**config.mk**
```make
export PLATFORM = sky130hd
export DESIGN_NAME = univ_shift_reg
export DESIGN_NICKNAME = d
export VERILOG_FILES = /design/src/rtl/shift_reg_pkg.sv /design/src/rtl/univ_shift_reg_mux_4to1.sv /design/src/rtl/univ_shift_reg.sv
export SDC_FILE = /design/constraint.sdc
export NUM_CORES = 1
export LEC_CHECK = 0
export BUFFER_PORTS_ARGS = -buffer_cell sky130_fd_sc_hd__buf_2
export CELL_PAD_IN_SITES_DETAIL_PLACEMENT = 1
export CELL_PAD_IN_SITES_GLOBAL_PLACEMENT = 2
export CORE_MARGIN = 4
export CORE_UTILIZATION = 34
export DETAILED_ROUTE_END_ITERATION = 6
export MAX_ROUTING_LAYER = met4
export PLACE_DENSITY = 0.87
export REMOVE_ABC_BUFFERS = 1
export SYNTH_ARGS = -nofsm -noshare
export SYNTH_HDL_FRONTEND = slang
export SYNTH_HIERARCHICAL = 1
export SYNTH_SLANG_ARGS = --single-unit
export TNS_END_PERCENT = 50
```
**constraint.sdc**
```tcl
create_clock -name clk -period 6.6 [get_ports clk]
set_clock_uncertainty 0.05 [all_clocks]
set_input_delay 0.33 -clock clk [delete_from_list [all_inputs] [get_ports clk]]
set_output_delay 0.33 -clock clk [all_outputs]
set_load 0.01 [all_outputs]
```
**src/rtl/shift_reg_pkg.sv**
```systemverilog
// Shared definitions for the universal shift register.
//   MODE_*   : 2-bit mode encodings driven on the M port
//   state_t  : burst sequencer state encoding
//   is_shift_mode() : true for the two modes a burst can run in
package shift_reg_pkg;

  localparam logic [1:0] MODE_HOLD = 2'b00;
  localparam logic [1:0] MODE_SHR  = 2'b01;
  localparam logic [1:0] MODE_SHL  = 2'b10;
  localparam logic [1:0] MODE_LOAD = 2'b11;

  typedef enum logic {
    ST_IDLE = 1'b0,
    ST_RUN  = 1'b1
  } state_t;

  function automatic logic is_shift_mode(input logic [1:0] m);
    return (m == MODE_SHR) || (m == MODE_SHL);
  endfunction

endpackage

```
**src/rtl/univ_shift_reg_mux_4to1.sv**
```systemverilog
// One-bit 4:1 mode mux used per bit of the universal shift register.
// Ports:
//   sel : 2-bit select (00 -> a, 01 -> b, 10 -> c, 11 -> d)
//   a   : hold candidate (current bit)
//   b   : shift-right candidate
//   c   : shift-left candidate
//   d   : parallel-load candidate
//   y   : selected next-state bit
module mux_4to1
  import shift_reg_pkg::*;
(
  input  logic [1:0] sel,
  input  logic       a,
  input  logic       b,
  input  logic       c,
  input  logic       d,
  output logic       y
);

  always_comb begin
    y = a;
    unique case (sel)
      MODE_HOLD: y = a;
      MODE_SHR:  y = b;
      MODE_SHL:  y = c;
      MODE_LOAD: y = d;
      default:   y = a;
    endcase
  end

endmodule

```
**src/rtl/univ_shift_reg.sv**
```systemverilog
// Universal shift register with a burst-shift sequencer.
// Each bit has a 4:1 mode mux (hold / right / left / load) whose output is
// registered every clk edge. A start pulse in IDLE with a shift mode runs a
// burst of `count` shifts in the latched direction.
//
// Optional feature macro: ROTATE_EN
//   defined   -> extra input rot; rot=1 makes shifts rotate and ignores the
//                serial inputs (sampled every cycle, also during a burst)
//   undefined -> no rot port; shifts always take the serial inputs
//
// Ports:
//   clk       : rising-edge clock
//   rst_n     : asynchronous reset, active low
//   M         : mode (00 hold, 01 shift right, 10 shift left, 11 load)
//   par_in    : parallel load data
//   ser_in_r  : serial in, enters Q[WIDTH-1] on a right shift
//   ser_in_l  : serial in, enters Q[0] on a left shift
//   start     : burst request (IDLE with M=01/10 only)
//   count     : burst length, sampled with start
//   rot       : rotate enable (ROTATE_EN only)
//   Q         : register contents
//   ser_out_r : Q[0]
//   ser_out_l : Q[WIDTH-1]
//   busy      : high while a burst is running
//   done      : one-cycle pulse when a burst ends
//
// Sequencer states:
//   state   | meaning
//   ST_IDLE | M drives the muxes directly; start may launch a burst
//   ST_RUN  | burst in progress; latched direction drives the muxes
module univ_shift_reg
  import shift_reg_pkg::*;
#(
  parameter int WIDTH = 8,
  parameter int CNT_W = 4
) (
  input  logic             clk,
  input  logic             rst_n,
  input  logic [1:0]       M,
  input  logic [WIDTH-1:0] par_in,
  input  logic             ser_in_r,
  input  logic             ser_in_l,
  input  logic             start,
  input  logic [CNT_W-1:0] count,
`ifdef ROTATE_EN
  input  logic             rot,
`endif
  output logic [WIDTH-1:0] Q,
  output logic             ser_out_r,
  output logic             ser_out_l,
  output logic             busy,
  output logic             done
);

  localparam logic [CNT_W-1:0] CNT_ONE = {{(CNT_W-1){1'b0}}, 1'b1};

  state_t           state_q;
  logic [1:0]       dir_q;
  logic [CNT_W-1:0] rem_q;
  logic [WIDTH-1:0] q_q;
  logic             busy_q;
  logic             done_q;

  logic [1:0]       mode_eff;
  logic [WIDTH-1:0] q_next;
  logic             start_shift;
  logic             rot_eff;
  logic             msb_in;
  logic             lsb_in;

`ifdef ROTATE_EN
  assign rot_eff = rot;
`else
  assign rot_eff = 1'b0;
`endif

  // Bits shifted in at the ends: wrap-around when rotating, serial otherwise.
  assign msb_in = rot_eff ? q_q[0]       : ser_in_r;
  assign lsb_in = rot_eff ? q_q[WIDTH-1] : ser_in_l;

  assign start_shift = start && is_shift_mode(M);

  // A zero-length burst request must not shift, so it forces hold.
  always_comb begin
    mode_eff = M;
    if (state_q == ST_RUN) begin
      mode_eff = dir_q;
    end else if (start_shift && (count == '0)) begin
      mode_eff = MODE_HOLD;
    end
  end

  for (genvar i = 0; i < WIDTH; i++) begin : g_bit
    logic right_nb;
    logic left_nb;

    if (i == WIDTH-1) begin : g_msb
      assign right_nb = msb_in;
    end else begin : g_mid_r
      assign right_nb = q_q[i+1];
    end

    if (i == 0) begin : g_lsb
      assign left_nb = lsb_in;
    end else begin : g_mid_l
      assign left_nb = q_q[i-1];
    end

    mux_4to1 u_mux (
      .sel (mode_eff),
      .a   (q_q[i]),
      .b   (right_nb),
      .c   (left_nb),
      .d   (par_in[i]),
      .y   (q_next[i])
    );
  end

  always_ff @(posedge clk or negedge rst_n) begin
    if (!rst_n) begin
      q_q     <= '0;
      state_q <= ST_IDLE;
      dir_q   <= MODE_HOLD;
      rem_q   <= '0;
      busy_q  <= 1'b0;
      done_q  <= 1'b0;
    end else begin
      q_q    <= q_next;
      done_q <= 1'b0;
      unique case (state_q)
        ST_IDLE: begin
          if (start_shift) begin
            if (count == '0) begin
              done_q <= 1'b1;
            end else begin
              dir_q <= M;
              rem_q <= count - CNT_ONE;
              if (count == CNT_ONE) begin
                done_q <= 1'b1;
              end else begin
                state_q <= ST_RUN;
                busy_q  <= 1'b1;
              end
            end
          end
        end
        ST_RUN: begin
          rem_q <= rem_q - CNT_ONE;
          if (rem_q == CNT_ONE) begin
            state_q <= ST_IDLE;
            busy_q  <= 1'b0;
            done_q  <= 1'b1;
          end
        end
        default: begin
          state_q <= ST_IDLE;
          busy_q  <= 1'b0;
        end
      endcase
    end
  end

  assign Q         = q_q;
  assign ser_out_r = q_q[0];
  assign ser_out_l = q_q[WIDTH-1];
  assign busy      = busy_q;
  assign done      = done_q;

endmodule

```
==> results by group, run 1 <==
Outcome
  • Status: completed

Synthesis
  • Synth Register Bits: 17
  • Synth Area in Compound Gates: 12.48%
  • Post-synthesis cell type count: 28
  • Post-Syn Area: between 0.001 and 0.0015 mm2
  • Avg Synthesized Cell Area: 12.53 um2
  • Post-Syn Instances: 80
  • Synth warn: 6
  • Number of synthesized flops with an enable pin: 0
  • Top_reg_cell synth: dfrtp_1
  • Xor/xnor share of the synthesized area: 4.245%
  • Main combinational cell family by area after synthesis: multiplexers
  • Biggest area consumer among synthesized cells: dfrtp_1
  • Top cell type's share of synthesized area: between 40% and 50%
  • Post-synth ARST share: 100.0%
  • Top cells by area, synth: dfrtp_1 42%, mux4_2 18%, ha_1 5.0%
  • Multiplexer area fraction after synthesis: 23.85%
  • Synth Area in Simple Gates: 7.491%
  • Adder-cell share of the synthesized area: between 4 and 5%
  • Register area share after synthesis: ~42%

Timing
  • Final Slew Violations: 0
  • Setup violators final: 0
  • Least-Margin Pin Slew: 1.113 ns
  • Setup_tns: 0 ns
  • Period utilisation layout: between 30% and 40%
  • RSZ-0062 raised after global routing: no
  • Endpoints failing hold: 0
  • Relative slew slack: 24.99%
  • Minimum clock period: around 2.2 ns
  • Fmax: approximately 450 MHz
  • Fin worst setup slack: 4.357 ns

Critical path
  • FF-to-FF setup slack: 4.36 ns
  • Setup CP Type: reg -> reg
  • CP max stage cell: o21ai_1
  • WP data required: 6.71 ns
  • WP data arrival: about 2.4 ns
  • Worst setup SP type: register
  • Crit. End Element: register
  • Max incr delay on CP: between 0.8 and 0.9 ns
  • Worst-path fanout max: 19
  • Crit-path cells: o21ai_1 > mux4_2

Global routing
  • Vias in the first global route: 842
  • Gr usage total: 12.03%
  • GRT overflow: 0
  • First-pass GRT wire length: 3.788 mm
  • Largest net degree at the start of global routing: 20
  • Initial antenna violation count: 0

CTS
  • Clock sinks: 17
  • Total CTS buffers: 3
  • Clock Latency Late Sink: 0.29 ns
  • Clock slew at reported path FFs: 0.10 ns
  • H-tree depth: 1
  • CTS tree: built
  • CTS Buffer Depth: 2
  • Clock root buffer: clkbuf_4

Routing
  • DR vias: 749
  • DRC viols: 0
  • Via density per instance: 5.275
  • Routed Antenna Nets: 0
  • Initial drt markers: 5
  • WL/cell: 15.80 um
  • Final wirelength: approximately 2.2 mm
  • TritonRoute pass-1 iters: 4

Min path
  • Hold WC Path Type: in -> reg

Final layout
  • Share of cells above drive strength 1: 43.24%
  • Most common cell after layout, fill and taps aside: buf_2
  • N_diodes: 0
  • Layout area overhead: 20.35%
  • Filler Cells Inserted: 315
  • Nets@finish: 135
  • Utilization after layout: approximately 43%
  • Commonest non-fill, non-tap cells in the layout: 30 x buf_2, 17 x dfrtp_1, 8 x mux4_2

Power
  • Max IR drop VDD: 0.0002941 V
  • Cell area power density: 459.6 mW/mm2
  • Leak pwr: 0.5559 nW

Job
  • Max-Cap Viols: 0

Floorplanning
  • Starting Density: ~36%
  • Core Box Area: 0.002781 mm2
  • Die Wd: 62.29 um
  • Site row count: 19
  • I/O Pins: 31
  • Full die area: just under 0.004 mm2
  • Chip height: 62.29 um

Place
  • Pre-CTS setup slack: a little over 4 ns
  • Post-DP HPWL: between 1.5 and 2 mm
  • Port Buf Inserts: 30
  • Placer Congestion: ~0.76
[worst max-delay path, delay by kind of cell, from the launching register on]
kind | cells | cell delay [ns]
AOI/OAI and AO/OA | 1 | 0.86
muxes | 1 | 0.61
DFF | 1 | 0.59
[worst paths after layout]
path	start	end	depth (start not counted)
setup / recovery	state_q	Q[1]	2
hold / removal	M[0]	dir_q[1]	2
setup reg to reg	state_q	Q[1]	2
hold reg to reg	dir_q[1]	dir_q[1]	2
max in group asynchronous	rst_n	Q[1]	2
min in group asynchronous	rst_n	state_q	2
[area by class of cell]
class                      instances  area, um2  share of cell area (%)
tap                               31      38.79                   3.216
multi-input combinational         53      531.8                   44.09
sequential                        17      425.4                   35.27
clock inverter                     1      5.005                  0.4149
inverter                           6      22.52                   1.867
timing repair buffer              31      160.2                   13.28
clock buffer                       3      22.52                   1.867
[logic make-up after synthesis]
logic type	count (synthesis)
AOI/OAI and AO/OA	16
muxes	12
adders and majority gates	4
buffers and inverters	10
xor gates and xnor gates	4
DFF	17
and+or+nand+nor	17
[synth_stat cells, types with 2 or more instances]
cell type and number:
buf_4 2, clkbuf_1 2, dfrtp_1 17, ha_1 4
inv_1 6, mux4_2 8, nand2_1 5, nand3_1 3
nor2_1 5, nor3_1 2, o21ai_0 8, xor2_1 2
[sequential cells by signal (all words and copies together), names as in the netlist]
register / count
busy: 1
rem_q: 4
state_q: 1
dir_q: 2
Q: 8
done: 1
[power breakdown]
| group | internal (mW) | leakage, nW | switching (mW) |
|---|---|---|---|
| sequential | 0.158 | 0.200 | 0.0560 |
| clock | 0.0225 | 0.0177 | 0.0327 |
| combinational | 0.160 | 0.339 | 0.125 |
[per-layer routing]
metal / GRT usage [%] / part of all wire, % / vias to the layer above
met3: 3.423 / 4.5 / 0
met4: 2.653 / 0 / 0
li1: - / - / 357
met1: 13.43 / 41 / 374
met2: 21.24 / 54 / 18
met5: - / 0 / -
[repair_timing]
item / 4_1_cts / 5_1_grt
resized for setup: 0 / 0
setup buffers: 0 / 0
endpoints found under the hold margin: 17 / 0
hold buffers: 1 / 0
[through the flow]
stage,power (mW),hold WS [ns],instance area [um2],instances
after global placement,0.4896,0.2198,1169,137
after global routing,0.5988,0.2575,1206,142
final,0.5543,0.2578,1206,142
after floorplan,0.4146,-0.01559,979.7,76
after CTS,0.5639,0.2517,1206,142
after detailed placement,0.5063,0.2264,1169,137
(Power assumes the default switching activity.)
==> run 2, diff against run 1 <==
Settings changed: CORE_UTILIZATION 34 to 32, PLACE_DENSITY 0.87 to 0.83.
Clock period 6.6 ns to 2.3 ns, I/O delays scaled along.
==> results by group, run 2 (synthesis gave the netlist of run 1 again) <==
Outcome
  • Status: completed

CTS
  • Clock sinks: 17
  • Post_cts resized: 0
  • CTS tree: built
  • CTS Buffer Depth: 2
  • Clock slew at reported path FFs: 0.10 ns
  • Clock root buffer: clkbuf_4
  • Hold-fix buffers, CTS: 1
  • Post CTS Setup Buffer Count: 0
  • H-tree depth: 1
  • Clock Latency Late Sink: between 0.2 and 0.3 ns
  • Total CTS buffers: 3

Power
  • Leak pwr: 0.5677 nW
  • Max IR drop VDD: 0.0004862 V
  • Sw Share: a little under two fifths
  • Total power: 1.633 mW
  • Part of the power in registers: 35.6%
  • Int Pwr: 1.015 mW
  • Cell area power density: 1313 mW/mm2
  • Clock Power Share: 9.7%
  • Logic pwr share: a little over half
  • Sw power: ~0.62 mW

Routing
  • TritonRoute pass-1 iters: 4
  • Routed Antenna Nets: 0
  • WL/cell: between 10 and 15 um
  • Initial drt markers: 19
  • Via density per instance: ~4.7
  • Final wirelength: 2.264 mm
  • DR vias: 749
  • DRC viols: 0

Global routing
  • Gr usage total: 12.43%
  • Initial antenna violation count: 0
  • Largest net degree at the start of global routing: 18
  • GRT overflow: 0
  • Vias in the first global route: 786
  • First-pass GRT wire length: between 3 and 4 mm

Floorplanning
  • Starting Density: about 33%
  • Core Box Area: 0.003028 mm2
  • Die Wd: 63.97 um
  • I/O Pins: 31
  • Full die area: 0.004092 mm2
  • Chip height: 63.97 um
  • Site row count: 20

Min path
  • Worst Hold Depth: 2
  • Hold WC Path Type: in -> reg

Critical path
  • WP data arrival: 1.61 ns
  • Worst setup SP type: register
  • R2r worst-path depth: 3
  • Setup CP Type: reg -> reg
  • Crit. End Element: register
  • WP data required: 2.41 ns
  • Worst-path fanout max: 8

Timing
  • Least-Margin Pin Slew: 0.4911 ns
  • Period utilisation layout: between 60% and 70%
  • Endpoints failing hold: 0
  • Minimum clock period: around 1.5 ns
  • Final Slew Violations: 0
  • Fmax: 667.9 MHz
  • Setup_tns: 0 ns
  • RSZ-0062 raised after global routing: no
  • Setup violators final: 0
  • Relative slew slack: around two thirds

Final layout
  • N_diodes: 0
  • Layout area overhead: 24.09%
  • Layout Cells excl Fill: 158
  • Most common cell after layout, fill and taps aside: buf_2
  • Share of cells above drive strength 1: 43.86%
  • Nets@finish: roughly 140
  • Max reg flops: 8
  • Commonest non-fill, non-tap cells in the layout: 30 x buf_2, 17 x dfrtp_1, 8 x mux4_2

Place
  • Inst Count DP: around 150
  • Placer Congestion: 0.7431
  • Port Buf Inserts: 30
  • Post-DP HPWL: 1.831 mm

Job
  • Max-Cap Viols: 0
## run 2: cell count changes in the layout (fill, tap and decap cells not counted), sizes merged
cell	before	now
clkbuf	3	4
buf	30	33
clkinv	1	0
## run 2: layout make-up
type / instances / area [um2]
flip-flops and latches: 17 / 425.4
clock buffers: 4 / 26.28
fillers: 351 / 1784
inverters: 6 / 22.52
well taps: 44 / 55.05
repair buffers: 34 / 182.7
multi-input cells: 53 / 531.8
## run 2: routing by layer
layer  share of wire, %  vias up  GRT usage, %
li1                   -      363             -
met1                 47      364         17.33
met2                 48       18         17.94
met3                2.9        4         1.757
met4                1.9        0         5.391
met5                  0        -             -
## run 2: final timing paths
kind,from,endpoint,slack [ns]
worst max-delay path,state_q,Q[1],0.80
worst min-delay path,M[0],dir_q[1],0.04
worst max register to register,state_q,Q[1],0.80
worst min register to register,busy,busy,0.47
max in group asynchronous,rst_n,Q[3],1.66
min in group asynchronous,rst_n,Q[4],0.25
## run 2: power by group through the flow
| stage | sequential [mW] | combinational [mW] | clock [mW] |
|---|---|---|---|
| floorplan | 0.629 | 0.561 | 0 |
| global placement | 0.579 | 0.874 | 0 |
| detailed placement | 0.591 | 0.902 | 0 |
| CTS | 0.582 | 0.909 | 0.169 |
| global route | 0.607 | 0.973 | 0.181 |
| finish | 0.582 | 0.892 | 0.159 |
## run 2: stage by stage
| step | utilization, % | worst slack [ns] | cell area (um2) | hold WS (ns) |
|---|---|---|---|---|
| after global routing | 41.07 | 0.7406 | 1244 | 0.02645 |
| after detailed placement | 39.88 | 0.5254 | 1207 | 0.01766 |
| final | 41.07 | 0.8027 | 1244 | 0.03883 |
| after global placement | 39.88 | 0.5638 | 1207 | 0.01224 |
| after CTS | 41.07 | 0.8048 | 1244 | 0.03132 |
| after floorplan | - | -0.07416 | 979.7 | -0.2306 |
## run 2: critical path: stages (launching register included)
cell	delay (ns)
dfrtp_1	0.44
o21ai_1	0.15
buf_4	0.21
mux4_2	0.52
==> run 3, diff against run 2 <==
Settings changed: ABC_AREA set to 1, CORE_UTILIZATION 32 to 24, PLACE_DENSITY 0.83 to 0.78.
Clock period 2.3 ns to 1.3 ns, I/O delays scaled along.
==> results by group, run 3 <==
Critical path
  • CP startpoint: state_q
  • Crit-path cells: inv_2 > nand2_2 > o22ai_2 > buf_12 > nand2_1 > nand3_1 > nand2_1
  • Worst setup SP type: register
  • CP dominant cell by count: nand2_1
  • Worst path depth: 7
  • Setup CP Type: reg -> reg
  • Worst-path fanout max: 24
  • FF-to-FF setup slack: 0.04 ns
  • CP top delay family: flip-flops
  • Worst r2r src: state_q
  • CP max stage cell: dfrtp_1
  • Max incr delay on CP: between 0.3 and 0.4 ns
  • WP data arrival: 1.36 ns
  • WP data required: 1.40 ns
  • R2r worst-path depth: 7
  • Worst path bufs/invs: 2
  • Crit. End Element: register
  • Worst r2r dst: Q[6]

CTS
  • H-tree depth: 1
  • Total CTS buffers: 3
  • CTS tree: built
  • Clock slew at reported path FFs: 0.07 ns
  • Clock sinks: 17
  • Clock Latency Late Sink: 0.26 ns
  • Post CTS Setup Buffer Count: 0
  • Clock root buffer: clkbuf_8
  • CTS Buffer Depth: 2

Min path
  • Worst Hold Depth: 3
  • HP Start: M[0]
  • WHS Endpoint: dir_q[0]
  • Hold WC Path Type: in -> reg

Floorplanning
  • Chip height: ~80 um
  • I/O Pins: 31
  • Site row count: 25
  • Core Box Area: 0.004848 mm2
  • Starting Density: 25.55%
  • Full die area: around 0.0064 mm2
  • Die Wd: 79.84 um

Place
  • Post-DP HPWL: 2.492 mm
  • Inst Count DP: roughly 300
  • Placer Congestion: 0.7602
  • Port Buf Inserts: 30
  • Pre-CTS setup slack: -0.1217 ns
  • Placed Area: between 0.0015 and 0.002 mm2

Final layout
  • N_diodes: 0
  • Layout area overhead: 32.42%
  • Layout Cells excl Fill: 309
  • Share of cells above drive strength 1: 30.17%
  • Nets@finish: about 270
  • Max reg flops: 8
  • Finished Cell Area: between 0.0015 and 0.002 mm2
  • Most common cell after layout, fill and taps aside: nand2_1
  • Commonest non-fill, non-tap cells in the layout: 67 x nand2_1, 33 x inv_1, 30 x buf_2
  • Utilization after layout: 33.83%

Routing
  • DRC viols: 0
  • Routed Antenna Nets: 0
  • Via density per instance: just under 4
  • TritonRoute pass-1 iters: 4
  • Final wirelength: 3.056 mm
  • WL/cell: 9.890 um
  • Initial drt markers: 16
  • DR vias: roughly 1,200

Synthesis
  • Most common cell in the netlist: nand2_1
  • Post-Syn Instances: 197
  • Post-synthesis cell type count: 22
  • Avg Synthesized Cell Area: 6.288 um2
  • Top cells by area, synth: dfrtp_1 34%, nand2_1 21%, inv_1 10%
  • Top cell type's share of synthesized area: 34.34%
  • Post-Syn Area: 0.001239 mm2
  • Top_reg_cell synth: dfrtp_1
  • Synth Register Bits: 17
  • Synth warn: 6
  • Register area share after synthesis: around 34%
  • Biggest area consumer among synthesized cells: dfrtp_1
  • Number of synthesized flops with an enable pin: 0
  • Post-synth ARST share: 100.0%
  • Post-synth top cells: 69 x nand2_1, 34 x inv_1, 22 x nand3_1

Timing
  • Endpoints failing hold: 0
  • Relative slew slack: 72.14%
  • Hold Slack: about 0.0066 ns
  • Period utilisation layout: 97.09%
  • Setup_tns: 0 ns
  • Setup violators final: 0
  • RSZ-0062 raised after global routing: yes
  • Fin worst setup slack: approximately 0.038 ns
  • Fmax: 792.3 MHz
  • Final Slew Violations: 0
  • Minimum clock period: 1.262 ns
  • Least-Margin Pin Slew: 0.4179 ns

Global routing
  • First-pass GRT wire length: between 5 and 6 mm
  • GRT overflow: 0
  • Largest net degree at the start of global routing: 25
  • Gr usage total: 10.88%
  • GRT met1 Usage: roughly 13%
  • Met2 usage: 18.70%
  • Gr busiest metal: met2
  • Met3 usage: 0.7901%
  • Vias in the first global route: 1,259
  • Initial antenna violation count: 0

Job
  • Max-Cap Viols: 0

Power
  • Sw power: 1.782 mW
  • Max IR drop VDD: 0.0005863 V
  • Leak pwr: between 0.9 and 1 nW
  • Int Pwr: 2.021 mW
  • Logic pwr share: 60.8%
  • Cell area power density: around 2300 mW/mm2
  • Total power: 3.804 mW
  • Clock Power Share: between 10% and 20%
  • Sw Share: 46.86%
  • Part of the power in registers: 28.2%

Outcome
  • Status: completed
[run 3: changes by cell type in the layout (fill, tap and decap cells not counted), moves of 3 or more]
| cell | delta |
|---|---|
| mux4_2 | -8 |
| nand3_1 | +19 |
| buf_4 | +8 |
| clkbuf_8 | +3 |
| nand2_1 | +62 |
| clkbuf_4 | -3 |
| clkinv_1 | +8 |
| o21ai_0 | -3 |
| inv_2 | +18 |
| inv_1 | +27 |
| nand2_2 | +3 |
[run 3: cells by family (layout without fill, tap and decap cells)]
logic type | after synthesis | count (layout) | synth area share (%)
AND/OR/NAND/NOR | 102 | 102 | 35.76
buffers and inverters | 62 | 107 | 19.70
flip-flops | 17 | 17 | 34.34
AO/OA/AOI/OAI | 9 | 9 | 3.940
adder cells (fa/ha/maj) | 4 | 4 | 4.041
XOR/XNOR | 2 | 2 | 1.414
multiplexers | 1 | 1 | 0.8081
[run 3: final cells by class]
class	count	area, um2
fillers	648	3208
multi-input cells	118	580.6
flip-flops and latches	17	425.4
repair buffers	44	282.8
inverters	59	221.5
well taps	67	83.83
clock buffers	3	41.29
clock inverters	1	5.005
[run 3: layer usage]
| layer | share of wire [%] | wire length, um |
|---|---|---|
| met2 | 47 | 1432 |
| met4 | 2.3 | 69 |
| met5 | 0 | 0 |
| met1 | 46 | 1403 |
| met3 | 4.9 | 150 |
[run 3: power groups by stage]
stage,combinational (mW),clock (mW),sequential [mW]
floorplan,1.37,0,1.16
global placement,2.30,0,1.09
detailed placement,2.36,0,1.09
CTS,2.38,0.434,1.08
global route,2.70,0.448,1.13
finish,2.31,0.415,1.07
[run 3: worst register-to-register path, cell delays in order, from the launching register on]
cell and delay [ns]:
dfrtp_1 0.39, inv_2 0.11, nand2_2 0.07, o22ai_2 0.14, buf_12 0.18, nand2_1 0.07, nand3_1 0.08, nand2_1 0.05
[run 3: worst max-delay path by stage]
stage / endpoint / slack, ns
finish: Q[6] / 0.04
detailed placement: Q[4] / -0.12
global placement: Q[0] / -0.08
floorplan: Q[0] / -0.76
CTS: Q[6] / 0.007
global route: Q[1] / -0.1
[run 3: what timing repair did]
action / 4_1_cts / 5_1_grt
gates cloned: 0 / 0
hold endpoints to repair: 17 / 0
hold buffers: 1 / 0
setup endpoints to repair: 5 / 9
pin swaps: 0 / 0
resized for setup: 1 / 2
